==> src/rtl/sram_master_pkg.sv <==
// Shared definitions for the SRAM burst master slice: FSM state encoding and
// default sizing constants used by sram_burst_master and its read FIFO.
package sram_master_pkg;

    // Burst FSM states. IDLE accepts commands, WRITE/READ issue beats,
    // DRAIN waits for the read-return path to empty.
    typedef enum logic [1:0] {
        ST_IDLE  = 2'd0,
        ST_WRITE = 2'd1,
        ST_READ  = 2'd2,
        ST_DRAIN = 2'd3
    } state_t;

    // Beat counter width (max burst 255 beats).
    localparam int BEAT_CNT_W = 8;

    // Default number of read-return buffer entries.
    localparam int DEF_RD_FIFO_DEPTH = 4;

endpackage

==> src/rtl/sram_rd_fifo.sv <==
// Synchronous read-return FIFO for sram_burst_master.
// Ports:
//   clk, rst            clock, synchronous active-high reset (flushes contents)
//   push, push_data     write one entry (ignored when full and not popping)
//   pop, pop_data       remove head entry; pop_data is the current head
//   count               number of stored entries (0..DEPTH)
//   empty, full         occupancy flags
module sram_rd_fifo #(
    parameter  int WIDTH = 64,
    parameter  int DEPTH = 4,
    localparam int AW    = $clog2(DEPTH),
    localparam int CW    = AW + 1
) (
    input  logic             clk,
    input  logic             rst,
    input  logic             push,
    input  logic [WIDTH-1:0] push_data,
    input  logic             pop,
    output logic [WIDTH-1:0] pop_data,
    output logic [CW-1:0]    count,
    output logic             empty,
    output logic             full
);

    logic [WIDTH-1:0] mem [DEPTH];
    logic [AW-1:0]    wr_ptr;
    logic [AW-1:0]    rd_ptr;
    logic [CW-1:0]    count_q;
    logic             do_push;
    logic             do_pop;

    assign empty    = (count_q == '0);
    assign full     = (count_q == CW'(DEPTH));
    assign count    = count_q;
    assign pop_data = mem[rd_ptr];

    // A push into a full FIFO is accepted only when the head leaves on the
    // same edge, so simultaneous push/pop at full occupancy is safe.
    assign do_pop  = pop && !empty;
    assign do_push = push && (!full || do_pop);

    always_ff @(posedge clk) begin
        if (do_push) begin
            mem[wr_ptr] <= push_data;
        end
    end

    always_ff @(posedge clk) begin
        if (rst) begin
            wr_ptr  <= '0;
            rd_ptr  <= '0;
            count_q <= '0;
        end else begin
            if (do_push) begin
                wr_ptr <= wr_ptr + AW'(1);
            end
            if (do_pop) begin
                rd_ptr <= rd_ptr + AW'(1);
            end
            count_q <= count_q + CW'(do_push) - CW'(do_pop);
        end
    end

endmodule

==> src/rtl/sram_burst_master.sv <==
// Burst initiator for one requester port of the SRAM subsystem.
// Accepts a command (direction, base address, beat count), issues one SRAM
// request per beat and holds each request until the arbiter grants it.
// Ports:
//   clk, rst                      clock, synchronous active-high reset
//   cmd_valid/cmd_ready           command handshake (cmd_write, cmd_addr, cmd_len)
//   wr_valid/wr_ready, wr_data    write-data stream into the block
//   rd_valid/rd_ready, rd_data    read-data stream out of the block
//   sram_addr, sram_wdata         request address and write data
//   sram_we, sram_re              request strobes (never both high)
//   sram_rdata                    read return, valid the edge after a read grant
//   sram_ready                    same-cycle grant from the bank arbiter
//   busy, done                    burst in progress / one-cycle completion pulse
//   state_dbg                     current FSM state
//
// Handshake rule for every valid/ready pair here: a transfer happens at a
// rising edge where both are high; neither side may assume a transfer at any
// other edge. For SRAM requests the strobe plays the role of valid and
// sram_ready the role of ready.
module sram_burst_master
    import sram_master_pkg::*;
#(
    parameter int DATA_WIDTH    = 64,
    parameter int ADDR_WIDTH    = 12,
    parameter int LEN_WIDTH     = BEAT_CNT_W,
    parameter int RD_FIFO_DEPTH = DEF_RD_FIFO_DEPTH
) (
    input  logic                  clk,
    input  logic                  rst,
    input  logic                  cmd_valid,
    output logic                  cmd_ready,
    input  logic                  cmd_write,
    input  logic [ADDR_WIDTH-1:0] cmd_addr,
    input  logic [LEN_WIDTH-1:0]  cmd_len,
    input  logic                  wr_valid,
    output logic                  wr_ready,
    input  logic [DATA_WIDTH-1:0] wr_data,
    output logic                  rd_valid,
    input  logic                  rd_ready,
    output logic [DATA_WIDTH-1:0] rd_data,
    output logic [ADDR_WIDTH-1:0] sram_addr,
    output logic [DATA_WIDTH-1:0] sram_wdata,
    output logic                  sram_we,
    output logic                  sram_re,
    input  logic [DATA_WIDTH-1:0] sram_rdata,
    input  logic                  sram_ready,
    output logic                  busy,
    output logic                  done,
    output state_t                state_dbg
);

    localparam int CW = $clog2(RD_FIFO_DEPTH) + 1;

    state_t                state_q;
    state_t                state_d;
    logic [ADDR_WIDTH-1:0] addr_q;
    logic [LEN_WIDTH-1:0]  beats_left_q;
    logic                  inflight_q;
    logic                  done_q;
    logic                  finish;

    logic [CW-1:0]         fifo_count;
    logic                  fifo_empty;
    logic                  fifo_full;
    logic                  fifo_pop;
    logic [CW:0]           credit_used;
    logic                  credit_ok;
    logic                  last_beat;
    logic                  beat_granted;

    // Entries already buffered plus the one still on its way back from the
    // SRAM; a new read is issued only if it is guaranteed a FIFO slot.
    assign credit_used = {1'b0, fifo_count} + (CW+1)'(inflight_q);
    assign credit_ok   = !fifo_full && (credit_used < (CW+1)'(RD_FIFO_DEPTH));

    assign last_beat    = (beats_left_q == LEN_WIDTH'(1));
    assign beat_granted = (sram_we || sram_re) && sram_ready;
    assign rd_valid     = !fifo_empty;
    assign fifo_pop     = rd_valid && rd_ready;

    assign sram_addr  = addr_q;
    assign sram_wdata = wr_data;
    assign busy       = (state_q != ST_IDLE);
    assign done       = done_q;
    assign state_dbg  = state_q;

    always_comb begin
        state_d   = state_q;
        cmd_ready = 1'b0;
        wr_ready  = 1'b0;
        sram_we   = 1'b0;
        sram_re   = 1'b0;
        finish    = 1'b0;
        if (!rst) begin
            case (state_q)
                ST_IDLE: begin
                    cmd_ready = 1'b1;
                    if (cmd_valid) begin
                        if (cmd_len == '0) begin
                            finish = 1'b1;
                        end else begin
                            state_d = cmd_write ? ST_WRITE : ST_READ;
                        end
                    end
                end
                ST_WRITE: begin
                    sram_we  = wr_valid;
                    wr_ready = sram_ready;
                    if (wr_valid && sram_ready && last_beat) begin
                        state_d = ST_IDLE;
                        finish  = 1'b1;
                    end
                end
                ST_READ: begin
                    sram_re = (beats_left_q != '0) && credit_ok;
                    if (sram_re && sram_ready && last_beat) begin
                        state_d = ST_DRAIN;
                    end
                end
                ST_DRAIN: begin
                    // Completes on the edge that pops the final buffered beat.
                    if (!inflight_q && (fifo_empty || (fifo_count == CW'(1) && fifo_pop))) begin
                        state_d = ST_IDLE;
                        finish  = 1'b1;
                    end
                end
                default: state_d = ST_IDLE;
            endcase
        end
    end

    always_ff @(posedge clk) begin
        if (rst) begin
            state_q      <= ST_IDLE;
            addr_q       <= '0;
            beats_left_q <= '0;
            inflight_q   <= 1'b0;
            done_q       <= 1'b0;
        end else begin
            state_q    <= state_d;
            done_q     <= finish;
            inflight_q <= sram_re && sram_ready;
            if (state_q == ST_IDLE && cmd_valid) begin
                addr_q       <= cmd_addr;
                beats_left_q <= cmd_len;
            end else if (beat_granted) begin
                addr_q       <= addr_q + ADDR_WIDTH'(1);
                beats_left_q <= beats_left_q - LEN_WIDTH'(1);
            end
        end
    end

    // The return of a read granted on the previous edge is captured now.
    sram_rd_fifo #(
        .WIDTH (DATA_WIDTH),
        .DEPTH (RD_FIFO_DEPTH)
    ) u_rd_fifo (
        .clk       (clk),
        .rst       (rst),
        .push      (inflight_q),
        .push_data (sram_rdata),
        .pop       (fifo_pop),
        .pop_data  (rd_data),
        .count     (fifo_count),
        .empty     (fifo_empty),
        .full      (fifo_full)
    );

endmodule

==> config.mk <==
export PLATFORM = sky130hd
export DESIGN_NAME = sram_burst_master
export DESIGN_NICKNAME = d
export VERILOG_FILES = /design/src/rtl/sram_master_pkg.sv /design/src/rtl/sram_rd_fifo.sv /design/src/rtl/sram_burst_master.sv
export SDC_FILE = /design/constraint.sdc
export NUM_CORES = 1
export LEC_CHECK = 0
export CAP_MARGIN = 10
export CORE_UTILIZATION = 46
export CTS_CLUSTER_DIAMETER = 50
export DETAILED_ROUTE_END_ITERATION = 12
export PLACE_DENSITY_LB_ADDON = 0.2
export SETUP_SLACK_MARGIN = 0.02
export SYNTH_ARGS = -nofsm -noshare
export SYNTH_HDL_FRONTEND = slang
export SYNTH_SLANG_ARGS = --single-unit
==> constraint.sdc <==
create_clock -name clk -period 3.55 [get_ports clk]
set_clock_uncertainty 0.2 [all_clocks]
set_input_delay 0.355 -clock clk [delete_from_list [all_inputs] [get_ports clk]]
set_output_delay 0.355 -clock clk [all_outputs]
set_load 0.02 [all_outputs]
==> metrics.md, run 1 <==
| Metric | Value |
|---|---|
| Status | finished, final reports clean |
| Most common cell in the netlist | edfxtp_1 |
| Die height | 161.2 um |
| Share of cells above drive strength 1 | 18.15% |
| Sequential-to-total area share from yosys stat | 71.60% |
| Top_reg_cell synth | edfxtp_1 |
| PortBufs | 175 |
| RSZ-0062 raised after global routing | false |
| Reg-to-reg endpoint | sram_addr[8] |
| CP startpoint kind | flop |
| Drt first pass iters | 4 |
| Mapped Nets | 791 |
| Synth top area share | 65.93% |
| 1st-iter DRT viols | 375 |
| Number of flops mapped to enable cells by yosys | 256 |
| Reg2Reg Depth | 6 |
| Setup TNS | 0 ns |
| DR vias | 6,126 |
| CP Capture Type | output pin |
| Tot GR Track Use | 17.57% |
| Peak supply drop | 310.9 uV |
| Antenna Violating Nets Remaining | 0 |
| DR WL/cell | 20.68 um |
| GRT overflow | 0 |
| Synth top cells by count | edfxtp_1 (256), buf_4 (64), mux4_2 (64) |
| Hold Path Stages | 3 |
| Worst EP arrival | 2.65 ns |
| Setup Viol. Count Final | 0 |
| # Post-CTS Setup Buffers | 0 |
| Worst Hold End | sram_addr[1] |
| Vias per cell | 5.564 |
| Global-route wire length before repair | 35,330 um |
| FF-to-FF setup slack | 1.01 ns |
| Tightest Hold Check Type | in2reg |
| Total Power | 9.099 mW |
| Fin crit share | 90.17% |
| GPL Wtd Cong | 0.8411 |
| Die area | 25,990 um2 |
| CTS root buf | clkbuf_16 |
| Max frequency | 312.4 MHz |
| CTS Buffer Depth | 3 |
| Ys async rst share | 0% |
| Nets@finish | 920 |
| Max FO, Critical Path | 25 |
| Worst min-delay path startpoint | cmd_addr[1] |
| Worst skew pair latency | 0.53 ns |
| Antenna cells | 0 |
| PwrDens | 633.2 nW/um2 |
| Area Growth Syn to Fin | 23.23% |
| Critical path type | reg2out |
| Vias in the first global route | 6,384 |
| Detail Placement HPWL | 14,100 um |
| Max_cap viols | 0 |
| Final hold slack | 0.2108 ns |
| Initial antenna violation count | 0 |
| Pin slew with the least headroom to its limit | 0.8341 ns |
| CTS Buf Count | 31 |
| Final WL | 22,770 um |
| Remaining DRCs | 0 |
| Final setup margin | 0.3488 ns |
| Final Hold Vio Count | 0 |
| CTS H-tree lvls | 1 |
| CTS tree | done |
| R2r startpoint | u_rd_fifo.count[1] |
| Minimum clock period | 3.201 ns |
| Row count | 57 |
| TritonCTS Sinks | 289 |
| Worst slew margin | 43.92% |
| Max-slew violation count | 0 |
| Synth cell types | 57 |
| Pin count of the biggest net entering global routing | 47 |
| CORE AREA | 24,600 um2 |
| Clock-pin slew on the worst setup and hold paths | 0.06 ns |
| Synth area leader | edfxtp_1 |
| Yosys reg bits | 289 |
| WP data required | 2.99 ns |
| Mapped Area | 11,660 um2 |
| Top Ports | 304 |
| Post_cts resized | 0 |
| Initial cell density of the core | 47.39% |
| Ys Warns | 0 |
| Pre-CTS WS | 0.5934 ns |
| Die width | 161.2 um |
| Leak | 4.543 nW |
| CTS Hold Bufs | 0 |
| Cells after Synth | 624 |
| Synthesized area per cell | 18.69 um2 |
| Top post-synthesis cells by area | edfxtp_1 (66%), mux4_2 (12%), dfxtp_1 (5.7%) |
[cell usage in the layout (no fill, tap or decap), types with 7 or more instances in the layout]
cell type / count
dfxtp_1: 31
o31ai_1: 7
clkbuf_1: 8
nor2_1: 30
edfxtp_1: 256
inv_1: 15
nand2_1: 12
or4_1: 7
clkdlybuf4s50_1: 175
ha_1: 11
mux4_2: 64
a311oi_1: 7
clkbuf_16: 31
[logic make-up after synthesis]
group	Yosys count	synth area share [%]
AOI/OAI and AO/OA	51	3.788
xor gates and xnor gates	6	0.4508
adders and majority gates	12	1.352
buffers and inverters	104	5.537
DFF	289	71.60
muxes	66	12.53
and+or+nand+nor	96	4.743
[where the power goes]
group	total (mW)	internal, mW	switching [mW]
combinational	2.12	1.16	0.954
clock	3.02	1.78	1.24
sequential	3.96	3.78	0.183
total	9.10	6.72	2.38
[how the worst max path moves through the flow]
stage | startpoint | to | slack [ns] | cells after the start
after floorplan | u_rd_fifo.count[1] | u_rd_fifo.mem[1][0] | 0.71 | 2
after global routing | flop | rd_data[30] | 0.18 | 3
after global placement | rst | sram_addr[8] | 0.68 | 6
after detailed placement | rst | sram_addr[8] | 0.59 | 6
after CTS | flop | rd_data[30] | 0.25 | 3
final | flop | rd_data[30] | 0.35 | 3
[final cells by class]
cell class,instances,area (um2)
clock buffer,40,819.5
timing repair buffer,185,1902
sequential,289,8356
clock inverter,17,153.9
tap,324,405.4
multi-input combinational,231,2676
inverter,15,56.30
fill,1847,10240
[stage by stage]
step                instance area [um2]  utilization [%]  instances
floorplan                         11660                -        624
global placement                  13400            54.44       1044
detailed placement                13400            54.44       1044
CTS                               14370            58.40       1101
global route                      14370            58.40       1101
finish                            14370            58.40       1101
[routing by layer]
| layer | up-vias | routed length, um | track usage [%] |
|---|---|---|---|
| li1 | 2713 | - | - |
| met1 | 3087 | 9333 | 23.02 |
| met2 | 270 | 11180 | 29.35 |
| met3 | 56 | 1791 | 4.417 |
| met4 | 0 | 458 | 4.588 |
| met5 | - | 0 | 0 |
[worst max-delay path, cell delays in order, from the launching register on]
cell and delay, ns:
dfxtp_4 0.69, buf_4 0.31, mux4_2 0.53, clkdlybuf4s50_1 0.58
[sequential cells by signal, indices dropped and copies added (netlist names), named ones only]
name and flops:
u_rd_fifo.mem 256, sram_addr 12, beats_left_q 8, u_rd_fifo.count 3
state_dbg 2, u_rd_fifo.rd_ptr 2, u_rd_fifo.wr_ptr 2, done 1
inflight_q 1
No activity file was read; power rests on OpenSTA's default activity.
==> inputs of run 2 (changes only) <==
--- a/config.mk
+++ b/config.mk
@@ -6,10 +6,11 @@
 export NUM_CORES = 1
 export LEC_CHECK = 0
 export CAP_MARGIN = 10
+export CORE_ASPECT_RATIO = 0.9
 export CORE_UTILIZATION = 46
 export CTS_CLUSTER_DIAMETER = 50
 export DETAILED_ROUTE_END_ITERATION = 12
-export PLACE_DENSITY_LB_ADDON = 0.2
+export PLACE_DENSITY = 0.76
 export SETUP_SLACK_MARGIN = 0.02
 export SYNTH_ARGS = -nofsm -noshare
 export SYNTH_HDL_FRONTEND = slang
==> metrics.md, run 2 (synthesis gave the netlist of run 1 again) <==
| Metric | Value |
|---|---|
| Net Sw Frac | 27.12% (was 26.13%) |
| Vias in the first global route | 6,482 (was 6,384) |
| 1st-iter DRT viols | 475 (was 375) |
| Sequential Power Share | 43.6% (about the same) |
| Met1 WL | 9659 um (was 9333 um) |
| FF+latch area | 8356 um2 (unchanged) |
| Antenna cells | 0 (unchanged) |
| Die area | 25,990 um2 (about the same) |
| DR vias | 6,144 (was 6,126) |
| Internal power | 6.585 mW (was 6.721 mW) |
| CP startpoint kind | flop (unchanged) |
| Minimum clock period | 3.160 ns (was 3.201 ns) |
| Max-slew violation count | 0 (unchanged) |
| Final WL | 24,210 um (was 22,770 um) |
| Row count | 54 (was 57) |
| WP data required | 2.99 ns (about the same) |
| Initial antenna violation count | 0 (unchanged) |
| Final std cells w/o fill | 1,112 (was 1,101) |
| Nets@finish | 919 (was 920) |
| DR WL/cell | 21.77 um (was 20.68 um) |
| Global-route wire length before repair | 37,090 um (was 35,330 um) |
| Top layer in use | met4 (unchanged) |
| Leak | 4.533 nW (was 4.543 nW) |
| Peak supply drop | 378.3 uV (was 310.9 uV) |
| Die width | 169.8 um (was 161.2 um) |
| Footprint of the multi-input gates | 2676 um2 (unchanged) |
| Worst skew pair latency | 0.55 ns (was 0.53 ns) |
| Final Instance Area | 14,370 um2 (about the same) |
| Setup TNS | 0 ns (unchanged) |
| Setup Viol. Count Final | 0 (unchanged) |
| # Post-CTS Setup Buffers | 0 (unchanged) |
| CTS root buf | clkbuf_16 (unchanged) |
| Commonest non-fill, non-tap cell in the layout | edfxtp_1 (unchanged) |
| Remaining DRCs | 0 (unchanged) |
| # fillers | 1,791 (was 1,847) |
| Most flop-heavy register | u_rd_fifo.mem (unchanged) |
| Antenna Violating Nets Remaining | 0 (unchanged) |
| Pin slew with the least headroom to its limit | 0.9547 ns (was 0.8341 ns) |
| CTS tree | done (unchanged) |
| Critical path type | reg2out (unchanged) |
| Area Growth Syn to Fin | 23.25% (was 23.23%) |
| RSZ-0062 raised after global routing | false (unchanged) |
| Switching power | 2.450 mW (was 2.378 mW) |
| PortBufs | 175 (unchanged) |
| Combinational power share | 23.9% (was 23.3%) |
| Max FFs per register | 256 (unchanged) |
| Final Hold Vio Count | 0 (unchanged) |
| Detail Placement HPWL | 15,950 um (was 14,100 um) |
| Max FO, Critical Path | 28 (was 25) |
| CORE AREA | 24,590 um2 (was 24,600 um2) |
| GPL Wtd Cong | 0.8256 (was 0.8411) |
| Routed met2 length | 11,710 um (was 11,180 um) |
| DR WL met3 | 2325 um (was 1791 um) |
| Max frequency | 316.5 MHz (was 312.4 MHz) |
| Worst slew margin | 35.81% (was 43.92%) |
| Share of cells above drive strength 1 | 18.17% (was 18.15%) |
| Tightest Hold Check Type | in2reg (unchanged) |
| Fin crit share | 89.00% (was 90.17%) |
| Clk pwr share | 32.5% (was 33.2%) |
| CTS Buf Count | 30 (was 31) |
| Die height | 153.0 um (was 161.2 um) |
| Top Ports | 304 (unchanged) |
| Tot GR Track Use | 18.69% (was 17.57%) |
| Most frequent cells in the layout | edfxtp_1 (256), clkdlybuf4s50_1 (175), mux4_2 (64), dfxtp_1 (31) (was edfxtp_1 (256), clkdlybuf4s50_1 (175), mux4_2 (64), dfxtp_1 (31), clkbuf_16 (31)) |
| Post_cts resized | 0 (unchanged) |
| CTS Buffer Depth | 3 (unchanged) |
| Clock-pin slew on the worst setup and hold paths | 0.06 ns (about the same) |
| CP Capture Type | output pin (unchanged) |
| CTS H-tree lvls | 1 (unchanged) |
| Vias per cell | 5.525 (was 5.564) |
| Placed cell count | 1,056 (was 1,044) |
| Pin count of the biggest net entering global routing | 42 (was 47) |
| PwrDens | 628.6 nW/um2 (was 633.2 nW/um2) |
| Initial cell density of the core | 47.41% (was 47.39%) |
| GRT overflow | 0 (unchanged) |
| Worst EP arrival | 2.60 ns (was 2.65 ns) |
| Drt first pass iters | 5 (was 4) |
| Area post-placement | 13,420 um2 (was 13,400 um2) |
| TritonCTS Sinks | 289 (unchanged) |
| Status | finished, final reports clean (unchanged) |
| CTS Hold Bufs | 0 (unchanged) |
| Max_cap viols | 0 (unchanged) |
[run 2: cell types whose count changed in the layout (fill, tap and decap cells not counted), sizes merged]
cell,change
clkinv,+8
bufinv,-1
clkbuf,-8
[run 2: area by class of cell]
cell class	count	area share, %
Timing Repair Buffer	185	13.32
Clock buffer	32	5.276
Inverter	15	0.3918
Sequential cell	289	58.14
Multi-Input combinational cell	231	18.62
Clock inverter	24	1.323
Tap cell	336	2.925
[run 2: metal layers]
metal | GRT usage (%) | up-vias
met3 | 6.370 | 38
met2 | 30.54 | 270
met4 | 4.333 | 0
met1 | 24.09 | 3128
li1 | - | 2708
met5 | 0 | -
[run 2: through the flow]
stage                     utilization, %  setup slack [ns]  hold slack, ns  power [mW]
after global routing               58.44            0.2206          0.1947       9.400
after CTS                          58.44            0.2925          0.1862       9.142
after global placement             54.58            0.8546          0.2935       6.145
after detailed placement           54.58            0.7753          0.3023       6.200
final                              58.44            0.3905          0.1995       9.035
after floorplan                        -            0.7062          0.2539       5.354
[run 2: critical path, stage by stage, from the launching register on]
cell,delay [ns]
dfxtp_4,0.60
buf_12,0.29
mux4_2,0.55
clkdlybuf4s50_1,0.58
[run 2: worst paths after layout]
check	startpoint	end	slack (ns)	cells after the start
worst max-delay path	flop	rd_data[6]	0.39	3
worst min-delay path	cmd_addr[1]	sram_addr[1]	0.20	3
worst max register to register	u_rd_fifo.count[1]	beats_left_q[7]	0.97	6
worst min register to register	sram_addr[11]	sram_addr[11]	0.33	2
[run 2: power groups by stage]
stage	clock [mW]	sequential, mW	combinational [mW]
2_1_floorplan	0	3.92	1.43
3_3_place_gp	0	4.01	2.14
3_5_place_dp	0	4.02	2.18
4_1_cts	3.00	3.95	2.19
5_1_grt	3.14	3.96	2.30
6_report	2.94	3.94	2.16
==> inputs of run 3 (changes only) <==
--- a/config.mk
+++ b/config.mk
@@ -11,6 +11,7 @@
 export CTS_CLUSTER_DIAMETER = 50
 export DETAILED_ROUTE_END_ITERATION = 12
 export PLACE_DENSITY = 0.76
+export RECOVER_POWER = 100
 export SETUP_SLACK_MARGIN = 0.02
 export SYNTH_ARGS = -nofsm -noshare
 export SYNTH_HDL_FRONTEND = slang
==> metrics.md, run 3 (synthesis gave the netlist of run 1 again) <==
| Metric | Value |
|---|---|
| CP Capture Type | output pin (unchanged) |
| Final WL | 24,210 um (about the same) |
| Max-slew violation count | 87 (was 0) |
| # Post-CTS Setup Buffers | 0 (unchanged) |
| Pin count of the biggest net entering global routing | 42 (unchanged) |
| Final Instance Area | 14,300 um2 (was 14,370 um2) |
| Worst EP arrival | 2.76 ns (was 2.60 ns) |
| Reg-to-reg endpoint | sram_addr[9] (was beats_left_q[7]) |
| CORE AREA | 24,590 um2 (unchanged) |
| Final Hold Vio Count | 0 (unchanged) |
| DR vias | 6,122 (was 6,144) |
| CTS Hold Bufs | 0 (unchanged) |
| DR WL/cell | 21.73 um (was 21.77 um) |
| Vias in the first global route | 6,482 (unchanged) |
| CTS Buf Count | 30 (unchanged) |
| Pin slew with the least headroom to its limit | 1.892 ns (was 0.9547 ns) |
| RSZ-0062 raised after global routing | false (unchanged) |
| Most flop-heavy register | u_rd_fifo.mem (unchanged) |
| CP startpoint kind | flop (unchanged) |
| Final setup margin | 0.2369 ns (was 0.3905 ns) |
| Minimum clock period | 3.313 ns (was 3.160 ns) |
| Commonest non-fill, non-tap cell in the layout | edfxtp_1 (unchanged) |
| Util after Layout | 58.13% (was 58.44%) |
| Max FO, Critical Path | 35 (was 28) |
| Pre-CTS WS | 0.7753 ns (unchanged) |
| Top Ports | 304 (unchanged) |
| # fillers | 1,801 (was 1,791) |
| Hold Path Stages | 3 (unchanged) |
| Remaining DRCs | 0 (unchanged) |
| Max_cap viols | 3 (was 0) |
| Antenna Violating Nets Remaining | 0 (unchanged) |
| Worst slew margin | -26.16% (was 35.81%) |
| Worst min-delay path startpoint | cmd_addr[1] (unchanged) |
| FF-to-FF setup slack | 0.37 ns (was 0.97 ns) |
| Vias per cell | 5.496 (was 5.525) |
| Tightest Hold Check Type | in2reg (unchanged) |
| Clock-pin slew on the worst setup and hold paths | 0.06 ns (about the same) |
| CTS tree | done (unchanged) |
| Area post-placement | 13,420 um2 (unchanged) |
| Placed cell count | 1,056 (unchanged) |
| Max FFs per register | 256 (unchanged) |
| Most frequent cells in the layout | edfxtp_1 (256), dlygate4sd3_1 (116), mux4_2 (64), clkdlybuf4s50_1 (59), dfxtp_1 (31) (was edfxtp_1 (256), clkdlybuf4s50_1 (175), mux4_2 (64), dfxtp_1 (31)) |
| GRT overflow | 0 (unchanged) |
| Global-route wire length before repair | 37,090 um (unchanged) |
| Die area | 25,990 um2 (unchanged) |
| 1st-iter DRT viols | 435 (was 475) |
| Status | finished with violations (was finished, final reports clean) |
| CTS Buffer Depth | 3 (unchanged) |
| Detail Placement HPWL | 15,950 um (unchanged) |
| PwrDens | 625.8 nW/um2 (was 628.6 nW/um2) |
| WP data required | 2.99 ns (about the same) |
| Area Growth Syn to Fin | 22.62% (was 23.25%) |
| Worst skew pair latency | 0.55 ns (about the same) |
| Die width | 169.8 um (unchanged) |
| Peak supply drop | 378.7 uV (was 378.3 uV) |
| Drt first pass iters | 5 (unchanged) |
| Row count | 54 (unchanged) |
| Tot GR Track Use | 18.69% (unchanged) |
| Setup Viol. Count Final | 0 (unchanged) |
| PortBufs | 175 (unchanged) |
| CTS H-tree lvls | 1 (unchanged) |
| Initial cell density of the core | 47.41% (unchanged) |
| CTS root buf | clkbuf_16 (unchanged) |
| Max frequency | 301.8 MHz (was 316.5 MHz) |
| Worst Hold End | sram_addr[1] (unchanged) |
| TritonCTS Sinks | 289 (unchanged) |
| Nets@finish | 919 (unchanged) |
| Final hold slack | 0.1977 ns (was 0.1995 ns) |
| Initial antenna violation count | 3 (was 0) |
| R2r startpoint | beats_left_q[2] (was u_rd_fifo.count[1]) |
| Setup TNS | 0 ns (unchanged) |
| GPL Wtd Cong | 0.8256 (unchanged) |
| Total Power | 8.947 mW (was 9.035 mW) |
| Die height | 153.0 um (unchanged) |
| Final std cells w/o fill | 1,114 (was 1,112) |
| Critical path type | reg2out (unchanged) |
| Failing checks | max-capacitance violations, max-slew violations |
| Reg2Reg Depth | 5 (was 6) |
| Share of cells above drive strength 1 | 17.01% (was 18.17%) |
| Fin crit share | 93.33% (was 89.00%) |
| Leak | 4.572 nW (was 4.533 nW) |
| Post_cts resized | 0 (unchanged) |
-- run 3: cell types whose count changed in the layout (fill, tap and decap cells not counted), moves of 2 or more --
cell             delta
diode_2             +2
and2_4              -4
or4_1               +2
dlygate4sd3_1     +116
or4_4               -2
and2_0              +2
clkdlybuf4s50_1   -116
-- run 3: area by class of cell --
| class | count | area, um2 | area share, % |
|---|---|---|---|
| clock buffer | 32 | 758.2 | 5.303 |
| inverter | 15 | 56.30 | 0.3938 |
| tap | 336 | 420.4 | 2.940 |
| timing repair buffer | 185 | 1896 | 13.26 |
| clock inverter | 24 | 190.2 | 1.330 |
| multi-input combinational | 231 | 2619 | 18.32 |
| antenna | 2 | 5.005 | 0.03500 |
| sequential | 289 | 8353 | 58.42 |
-- run 3: where the power goes --
group / internal [mW] / total [mW] / switching, mW
sequential: 3.78 / 3.94 / 0.156
combinational: 1.09 / 2.07 / 0.982
clock: 1.64 / 2.94 / 1.30
total: 6.51 / 8.95 / 2.44
-- run 3: worst max path at each step --
| stage | from | slack (ns) | end |
|---|---|---|---|
| 2_1_floorplan | u_rd_fifo.count[1] | 0.71 | u_rd_fifo.mem[1][0] |
| 3_3_place_gp | rst | 0.85 | sram_addr[8] |
| 3_5_place_dp | rst | 0.78 | beats_left_q[7] |
| 4_1_cts | flop | 0.29 | rd_data[2] |
| 5_1_grt | flop | 0.11 | rd_data[0] |
| 6_report | flop | 0.24 | rd_data[9] |
-- run 3: worst max-delay path, stage by stage, from the launching register on --
cell and delay [ns]:
dfxtp_2 0.89, buf_12 0.32, mux4_2 0.32, dlygate4sd3_1 0.66
-- run 3: per-layer routing --
| metal | vias to the layer above | wire, um | GRT usage [%] | share of wire, % |
|---|---|---|---|---|
| met1 | 3077 | 9450 | 24.09 | 39 |
| met2 | 292 | 11740 | 30.54 | 49 |
| li1 | 2711 | - | - | - |
| met3 | 40 | 2515 | 6.370 | 10 |
| met4 | 2 | 483 | 4.333 | 2.0 |
| met5 | - | 13 | 0 | 0.054 |
